**src/rtl/graphics_line_sequencer.sv**
```systemverilog
// Command front end for the line engine: round-robin grants one of two command
// requesters, programs start/end/color CSRs (skipping unchanged values), starts the engine and acknowledges.
module graphics_line_sequencer #(
    parameter int CSR_ADDR_WIDTH = 2,
    parameter int CSR_DATA_WIDTH = 32,
    parameter int ADDR_START     = 0,
    parameter int ADDR_END       = 1,
    parameter int ADDR_COLOR     = 2,
    parameter int CMD_WIDTH      = 3*CSR_DATA_WIDTH
) (
    input  logic                                 clk,
    input  logic                                 reset,
    input  logic [1:0]                           cmd_valid,
    input  logic [1:0][CMD_WIDTH-1:0]            cmd_data,
    output logic [1:0]                           cmd_ready,
    output logic [1:0]                           cmd_done,
    output logic                                 mm_csr_write,
    output logic [CSR_ADDR_WIDTH-1:0]            mm_csr_address,
    output logic [CSR_DATA_WIDTH-1:0]            mm_csr_writedata,
    input  logic                                 mm_csr_waitrequest,
    output logic                                 eng_start,
    input  logic                                 eng_done,
    output logic                                 busy
);

    localparam int DW = CSR_DATA_WIDTH;
    localparam logic [CSR_ADDR_WIDTH-1:0] A_START = CSR_ADDR_WIDTH'(ADDR_START);
    localparam logic [CSR_ADDR_WIDTH-1:0] A_END   = CSR_ADDR_WIDTH'(ADDR_END);
    localparam logic [CSR_ADDR_WIDTH-1:0] A_COLOR = CSR_ADDR_WIDTH'(ADDR_COLOR);

    typedef enum logic [2:0] {
        IDLE      = 3'd0,
        WR_START  = 3'd1,
        WR_END    = 3'd2,
        WR_COLOR  = 3'd3,
        START     = 3'd4,
        WAIT_DONE = 3'd5,
        ACK       = 3'd6
    } state_t;

    state_t                 state_q, state_d;
    logic                   rr_q, rr_d;
    logic                   g_q, g_d;
    logic [CMD_WIDTH-1:0]   cmd_q, cmd_d;
    logic [DW-1:0]          sh_start_q, sh_start_d;
    logic [DW-1:0]          sh_end_q, sh_end_d;
    logic [DW-1:0]          sh_color_q, sh_color_d;

    logic [DW-1:0]          wr_field_s;
    logic [DW-1:0]          wr_shadow_s;
    logic [CSR_ADDR_WIDTH-1:0] wr_addr_s;
    state_t                 wr_next_s;
    logic                   grant_s;

    // Select the field, shadow, address and successor for the current write state
    always_comb begin
        wr_field_s  = cmd_q[DW-1:0];
        wr_shadow_s = sh_start_q;
        wr_addr_s   = A_START;
        wr_next_s   = WR_END;
        case (state_q)
            WR_START: begin
                wr_field_s  = cmd_q[DW-1:0];
                wr_shadow_s = sh_start_q;
                wr_addr_s   = A_START;
                wr_next_s   = WR_END;
            end
            WR_END: begin
                wr_field_s  = cmd_q[2*DW-1:DW];
                wr_shadow_s = sh_end_q;
                wr_addr_s   = A_END;
                wr_next_s   = WR_COLOR;
            end
            WR_COLOR: begin
                wr_field_s  = cmd_q[3*DW-1:2*DW];
                wr_shadow_s = sh_color_q;
                wr_addr_s   = A_COLOR;
                wr_next_s   = START;
            end
            default: begin
                wr_field_s  = cmd_q[DW-1:0];
                wr_shadow_s = sh_start_q;
                wr_addr_s   = A_START;
                wr_next_s   = IDLE;
            end
        endcase
    end

    // Next-state and output decode
    always_comb begin
        state_d          = state_q;
        rr_d             = rr_q;
        g_d              = g_q;
        cmd_d            = cmd_q;
        sh_start_d       = sh_start_q;
        sh_end_d         = sh_end_q;
        sh_color_d       = sh_color_q;
        grant_s          = 1'b0;
        cmd_ready        = 2'b00;
        cmd_done         = 2'b00;
        mm_csr_write     = 1'b0;
        mm_csr_address   = {CSR_ADDR_WIDTH{1'b0}};
        mm_csr_writedata = {DW{1'b0}};
        eng_start        = 1'b0;
        busy             = (state_q != IDLE);

        case (state_q)
            IDLE: begin
                if (|cmd_valid) begin
                    grant_s   = cmd_valid[rr_q] ? rr_q : ~rr_q;
                    cmd_ready = grant_s ? 2'b10 : 2'b01;
                    cmd_d     = cmd_data[grant_s];
                    g_d       = grant_s;
                    state_d   = WR_START;
                end else begin
                    state_d = IDLE;
                end
            end
            WR_START, WR_END, WR_COLOR: begin
                // The shadow mirrors the engine register, so an equal value needs no bus cycle
                if (wr_field_s == wr_shadow_s) begin
                    state_d = wr_next_s;
                end else begin
                    mm_csr_write     = 1'b1;
                    mm_csr_address   = wr_addr_s;
                    mm_csr_writedata = wr_field_s;
                    if (!mm_csr_waitrequest) begin
                        state_d = wr_next_s;
                        if (state_q == WR_START) begin
                            sh_start_d = wr_field_s;
                        end else if (state_q == WR_END) begin
                            sh_end_d = wr_field_s;
                        end else begin
                            sh_color_d = wr_field_s;
                        end
                    end else begin
                        state_d = state_q;
                    end
                end
            end
            START: begin
                eng_start = 1'b1;
                state_d   = WAIT_DONE;
            end
            WAIT_DONE: begin
                if (eng_done) begin
                    state_d = ACK;
                end else begin
                    state_d = WAIT_DONE;
                end
            end
            ACK: begin
                cmd_done = g_q ? 2'b10 : 2'b01;
                rr_d     = ~g_q;
                state_d  = IDLE;
            end
            default: begin
                state_d = IDLE;
            end
        endcase
    end

    // State, arbitration pointer, latched command and shadow registers
    always_ff @(posedge clk or posedge reset) begin
        if (reset) begin
            state_q    <= IDLE;
            rr_q       <= 1'b0;
            g_q        <= 1'b0;
            cmd_q      <= {CMD_WIDTH{1'b0}};
            sh_start_q <= {DW{1'b0}};
            sh_end_q   <= {DW{1'b0}};
            sh_color_q <= {DW{1'b0}};
        end else begin
            state_q    <= state_d;
            rr_q       <= rr_d;
            g_q        <= g_d;
            cmd_q      <= cmd_d;
            sh_start_q <= sh_start_d;
            sh_end_q   <= sh_end_d;
            sh_color_q <= sh_color_d;
        end
    end

endmodule
```
**config.mk**
```make
export PLATFORM = sky130hd
export DESIGN_NAME = graphics_line_sequencer
export DESIGN_NICKNAME = d
export VERILOG_FILES = /design/src/rtl/graphics_line_sequencer.sv
export SDC_FILE = /design/constraint.sdc
export NUM_CORES = 1
export LEC_CHECK = 0
export ABC_AREA = 1
export CELL_PAD_IN_SITES_DETAIL_PLACEMENT = 1
export CELL_PAD_IN_SITES_GLOBAL_PLACEMENT = 1
export CORE_ASPECT_RATIO = 1.5
export CORE_UTILIZATION = 25
export CTS_CLUSTER_DIAMETER = 60
export DETAILED_ROUTE_END_ITERATION = 10
export GPL_ROUTABILITY_DRIVEN = 0
export PLACE_DENSITY = 0.7
export RECOVER_POWER = 25
export SETUP_SLACK_MARGIN = 0.4
export SLEW_MARGIN = 20
export SYNTH_ARGS = -nofsm -noshare
export SYNTH_HDL_FRONTEND = slang
export SYNTH_SLANG_ARGS = --single-unit
```
**constraint.sdc**
```tcl
create_clock -name clk -period 9.6 [get_ports clk]
set_clock_uncertainty 0.1 [all_clocks]
set_input_delay 2.88 -clock clk [delete_from_list [all_inputs] [get_ports clk]]
set_output_delay 2.88 -clock clk [all_outputs]
set_load 0.02 [all_outputs]
```
After elaboration in Yosys (flattened, before gate mapping) --
Index checks and enable logic that the tools add are counted.
Word-level totals: bits of input ports 198, bits in latches 0, word-level logic and storage cells 57, memories 0, register bits 197, bits in read-only memories 0, memory bits (writable) 0
Cells by class: multiply operators 0, div/mod/pow operators 0, add/subtract/negate cells 0, reduce and logical (&&, ||, !) cells 8, bitwise gates (word level) 6, $lt $le $gt $ge 2, shifts and indexed selects 0, multiplexer cells 26, equality and inequality tests 8
Operators with widths (count):
- 2-to-1 mux 96 bit | 2
- case mux 32 bit (2 select lines) | 2
- 2-to-1 mux 32 bit | 2
- == test 32 bit | 1
- 2-to-1 mux 2 bit | 8
- case mux 3 bit (4 select lines) | 1
- AND reduction 5 bit | 2
- == test 3 bit, second input constant | 3
- case mux 3 bit (3 select lines) | 1
- 2-to-1 mux 1 bit | 7
- == test 3 x 2 -> 1 bit, second input constant | 2
- 2-to-1 mux 3 bit | 2
- NOT 1 bit | 6
- < comparator 1 x 2 -> 1 bit, second input constant | 2
- case mux 2 bit (2 select lines) | 1
- AND reduction 4 bit | 1
- == test 3 x 1 -> 1 bit, second input constant | 1
- logical NOT 3 bit | 1
- != test 3 bit, second input constant | 1
- nonzero test 3 bit | 1
- OR reduction 3 bit | 1
- AND reduction 2 bit | 1
- OR reduction 2 bit | 1

Depth between registers and ports, before layout --
Gate-level depths: netlist of run 1.
word-level depth 6, depth in mapped cells 19

Worst setup path after synthesis of run 1 --
Ideal clock, no wire load.
path kind input to output, start input port cmd_valid[0], end output port cmd_ready[1], arrival time 4.055 ns, stages on the path 5, data required time 6.620 ns, slack 2.565 ns, cell sequence inv_1 > a21oi_1 > clkinv_1 > a21oi_1 > clkbuf_1
Between the ends: word-level cells in the longest chain between the ends 6, elaborated cells on any way between the ends 7, classes of those cells mux: 6; reduce/logical: 1
RTL lines:
- start, declared | RTL line 13 | input logic [1:0] cmd_valid,
- 2-to-1 mux 1 bit (implied by the code) (2 in a row) | RTL line 110 | grant_s = cmd_valid[rr_q] ? rr_q : ~rr_q;
- 2-to-1 mux 1 bit | RTL line 110
- 2-to-1 mux 2 bit | RTL line 111 | cmd_ready = grant_s ? 2'b10 : 2'b01;
- 2-to-1 mux 2 bit * | RTL line 109 | if (|cmd_valid) begin
- 2-to-1 mux 2 bit * | RTL line 107 | case (state_q)
- end, declared | RTL line 15 | output logic [1:0] cmd_ready,
Mark *: on every way between the ends. The rest lies on a longest branch, timed or not. The select of a mux whose other input is x is not followed.

Worst setup path in the final report of run 1 --
Ends and elaborated chain as after synthesis.

==> results of run 1 <==
[synthesized netlist by cell type, drive strengths merged]
library cell  number
nand4             70
a21boi             1
inv              166
o211ai            92
buf               47
clkinv             6
nor3               2
nand3             86
nand2            668
clkbuf            41
or2                1
dfrtp            197
a21oi              5
nor2             100
o21ai             34
[metrics by stage]
step,cells,utilization
floorplan,1516,-
detailed placement,2244,0.321
CTS,2275,0.337
global placement,2244,0.321
finish,2280,0.338
global route,2279,0.337
[worst min path at each step]
stage / start / end
6_report: sh_end_q[9] / sh_end_q[9]
3_3_place_gp: sh_color_q[31] / sh_color_q[31]
4_1_cts: sh_color_q[16] / sh_color_q[16]
2_1_floorplan: sh_color_q[15] / sh_color_q[15]
5_1_grt: sh_end_q[3] / sh_end_q[3]
3_5_place_dp: sh_end_q[3] / sh_end_q[3]
[cell families (layout without fill, tap and decap cells)]
kind of cell | count (synthesis) | in the layout | synth area share
AND/OR/NAND/NOR | 927 | 927 | 0.356
buffers and inverters | 260 | 455 | 0.0996
AO/OA/AOI/OAI | 132 | 132 | 0.0836
flip-flops | 197 | 197 | 0.461
other | 0 | 5 | 0
[power by group]
group          leakage (nW)  total (mW)  internal, mW  switching [mW]
clock                 0.337       0.858         0.526           0.332
combinational          3.97        2.84         0.939            1.90
sequential             2.46        1.40          1.22           0.171
[registers in the layout, indices dropped and copies added, names as in the netlist]
register and flops:
sh_color_q 32, sh_start_q 32, g_q 1, state_q 3
cmd_q 96, rr_q 1, sh_end_q 32
[worst max-delay path: cells and delay by family]
family / cells / cell delay (ps)
AOI/OAI and AO/OA: 2 / 810
buffers and inverters: 4 / 1650
[cell usage in the layout (no fill, tap or decap), drive strengths merged]
cell	Yosys	final
nand4	70	70
dlygate4sd3	0	1
clkdlybuf4s50	0	237
nand3	86	86
o21ai	34	34
inv	166	166
or2	1	1
bufinv	0	7
a21oi	5	5
clkbuf	41	21
buf	47	14
a21boi	1	1
o211ai	92	92
diode	0	5
dfrtp	197	197
nor2	100	100
clkinv	6	9
nor3	2	2
nand2	668	668
[final cells by class]
| class | instances | share of cell area |
|---|---|---|
| timing repair buffer | 252 | 0.176 |
| inverter | 172 | 0.0454 |
| sequential | 197 | 0.347 |
| multi-input combinational | 1059 | 0.333 |
| clock buffer | 21 | 0.0324 |
| antenna | 5 | 0.000880 |
| tap | 564 | 0.0496 |
| clock inverter | 10 | 0.0158 |
[metal layers]
metal	vias to the layer above	wire (µm)	GRT usage
li1	5160	-	-
met1	5212	16700	0.224
met2	198	21300	0.344
met3	40	1210	0.0233
met4	0	857	0.0679
met5	-	0	0
==> impl_results.md, run 1 <==
* Outcome: finished with violations
* Failing checks: capacitance limit, slew limit
* Row Count at 92
* Hold depth at 2
* Cell taking the most area after synthesis: dfrtp_1
* Hold_ws at 374 ps
* Final HPWL DP at 27.8 mm
* CTS tree: yes
* Seq cells post-synth at 197
* Die H at 255 µm
* Initial core utilization at 0.254
* Global route overflow at 0
* Syn Nets at 1714
* CP max FO at 22
* Die Area at 43600 µm²
* Routed WL per cell at 17.6 µm
* R2R Setup Slk at 4850 ps
* Final period utilization at 0.870
* Synthesized cell area at 10700 µm²
* Crit path capture: cmd_ready[1]
* Port Buffer Count at 238
* Hold Violations, Final at 0
* Post-route cell area at 14200 µm²
* Dpl ws at 1240 ps
* RSZ-0062 raised after global routing: false
* Number of routed nets with antenna violations at 0
* Post-CTS sizing at 0
* Cells after Synth at 1516
* DR vias at 10600
* Largest net degree at the start of global routing at 124
* Worst Max-Slew Pin Slew at 4930 ps
* Setup tns final at 0 ps
* Share of the synthesized area in the top cell type at 0.461
* First-pass GRT wire length at 62.4 mm
* Sequential share of the synthesized area at 0.461
* Number of global-route vias before repair at 11100
* Layout cells sized above 1 at 0.0397
* I/O pins at 239
* FF+latch area at 4930 µm²
* Initial DRC Count at 489
* CTS buffer count at 17
* Maximum VDD drop at 0.140 mV
* Distinct cells, synth at 24
* Setup crit start: cmd_valid[0]
* Die W at 171 µm
* Max-Cap Viols at 1
* Post-cts hold buffer count at 0
* Crit-path slowest cell: clkdlybuf4s50_1
* Clk_lat worst skew at 460 ps
* Filler cells at 5277
* Final net count at 1897
* Mean area per synthesized cell at 7.05 µm²
* Number of remaining DRC errors at 0
* Clk sinks at 197
* Placed Area at 13500 µm²
* Setup bufs post-CTS at 0
* Worst reg2reg path startpoint: state_q[0]
* Crit path arrival time at 5370 ps
* P_leak at 6.77 nW
* Synthesis Warnings at 0
* Pwr Density at 358 nW/µm²
* H-tree lvl count at 4
* F_max at 120 MHz
* Slew Limit Fails at 124
* Worst Setup Path Type: input port to output pin
* Worst Setup Slack, final at 1250 ps
* Count of final setup violators at 0
* Initial antenna violation count at 4
* CTS clock-pin slew for the worst setup and hold paths at 70 ps
* Hold/Removal Path Class: flip-flop to flip-flop
* RR Endpoint: sh_color_q[23]
* Cell count of the worst reg-to-reg path at 17
* Gr usage total at 0.188
* Max incr delay on CP at 730 ps
* Post-layout power at 5.09 mW
* Routed vias/inst at 4.65
* Drt first pass iters at 4
* Slew headroom at -2.28
* CTS root buffer: clkbuf_16
* Crit path capture type: output pin
* Syn-to-layout area delta at 33.1%
* Crit-path cells: clkdlybuf4s50_1, inv_1, a21oi_4, clkinv_1, a21oi_4, clkdlybuf4s50_1
* Core area at 42100 µm²
* Post-route minimum period at 8350 ps
* CP Launch Type: input port
* Routed WL at 40.1 mm
* CP Data Required Time at 6620 ps
* Top cells by area, synth: dfrtp_1 (46%), nand2_1 (23%), o211ai_1 (6.5%)
* Clock Path Buffers at 2
* Area of the multi-input gates at 4740 µm²
No activity file was read; power rests on OpenSTA's default activity.
==> run 2: changes to the inputs <==
--- a/config.mk
+++ b/config.mk
@@ -20,3 +20,4 @@
 export SYNTH_ARGS = -nofsm -noshare
 export SYNTH_HDL_FRONTEND = slang
 export SYNTH_SLANG_ARGS = --single-unit
+export TNS_END_PERCENT = 100
==> results of run 2 <==
Same layout as run 1: the final DEF is identical, and so are final timing and power.
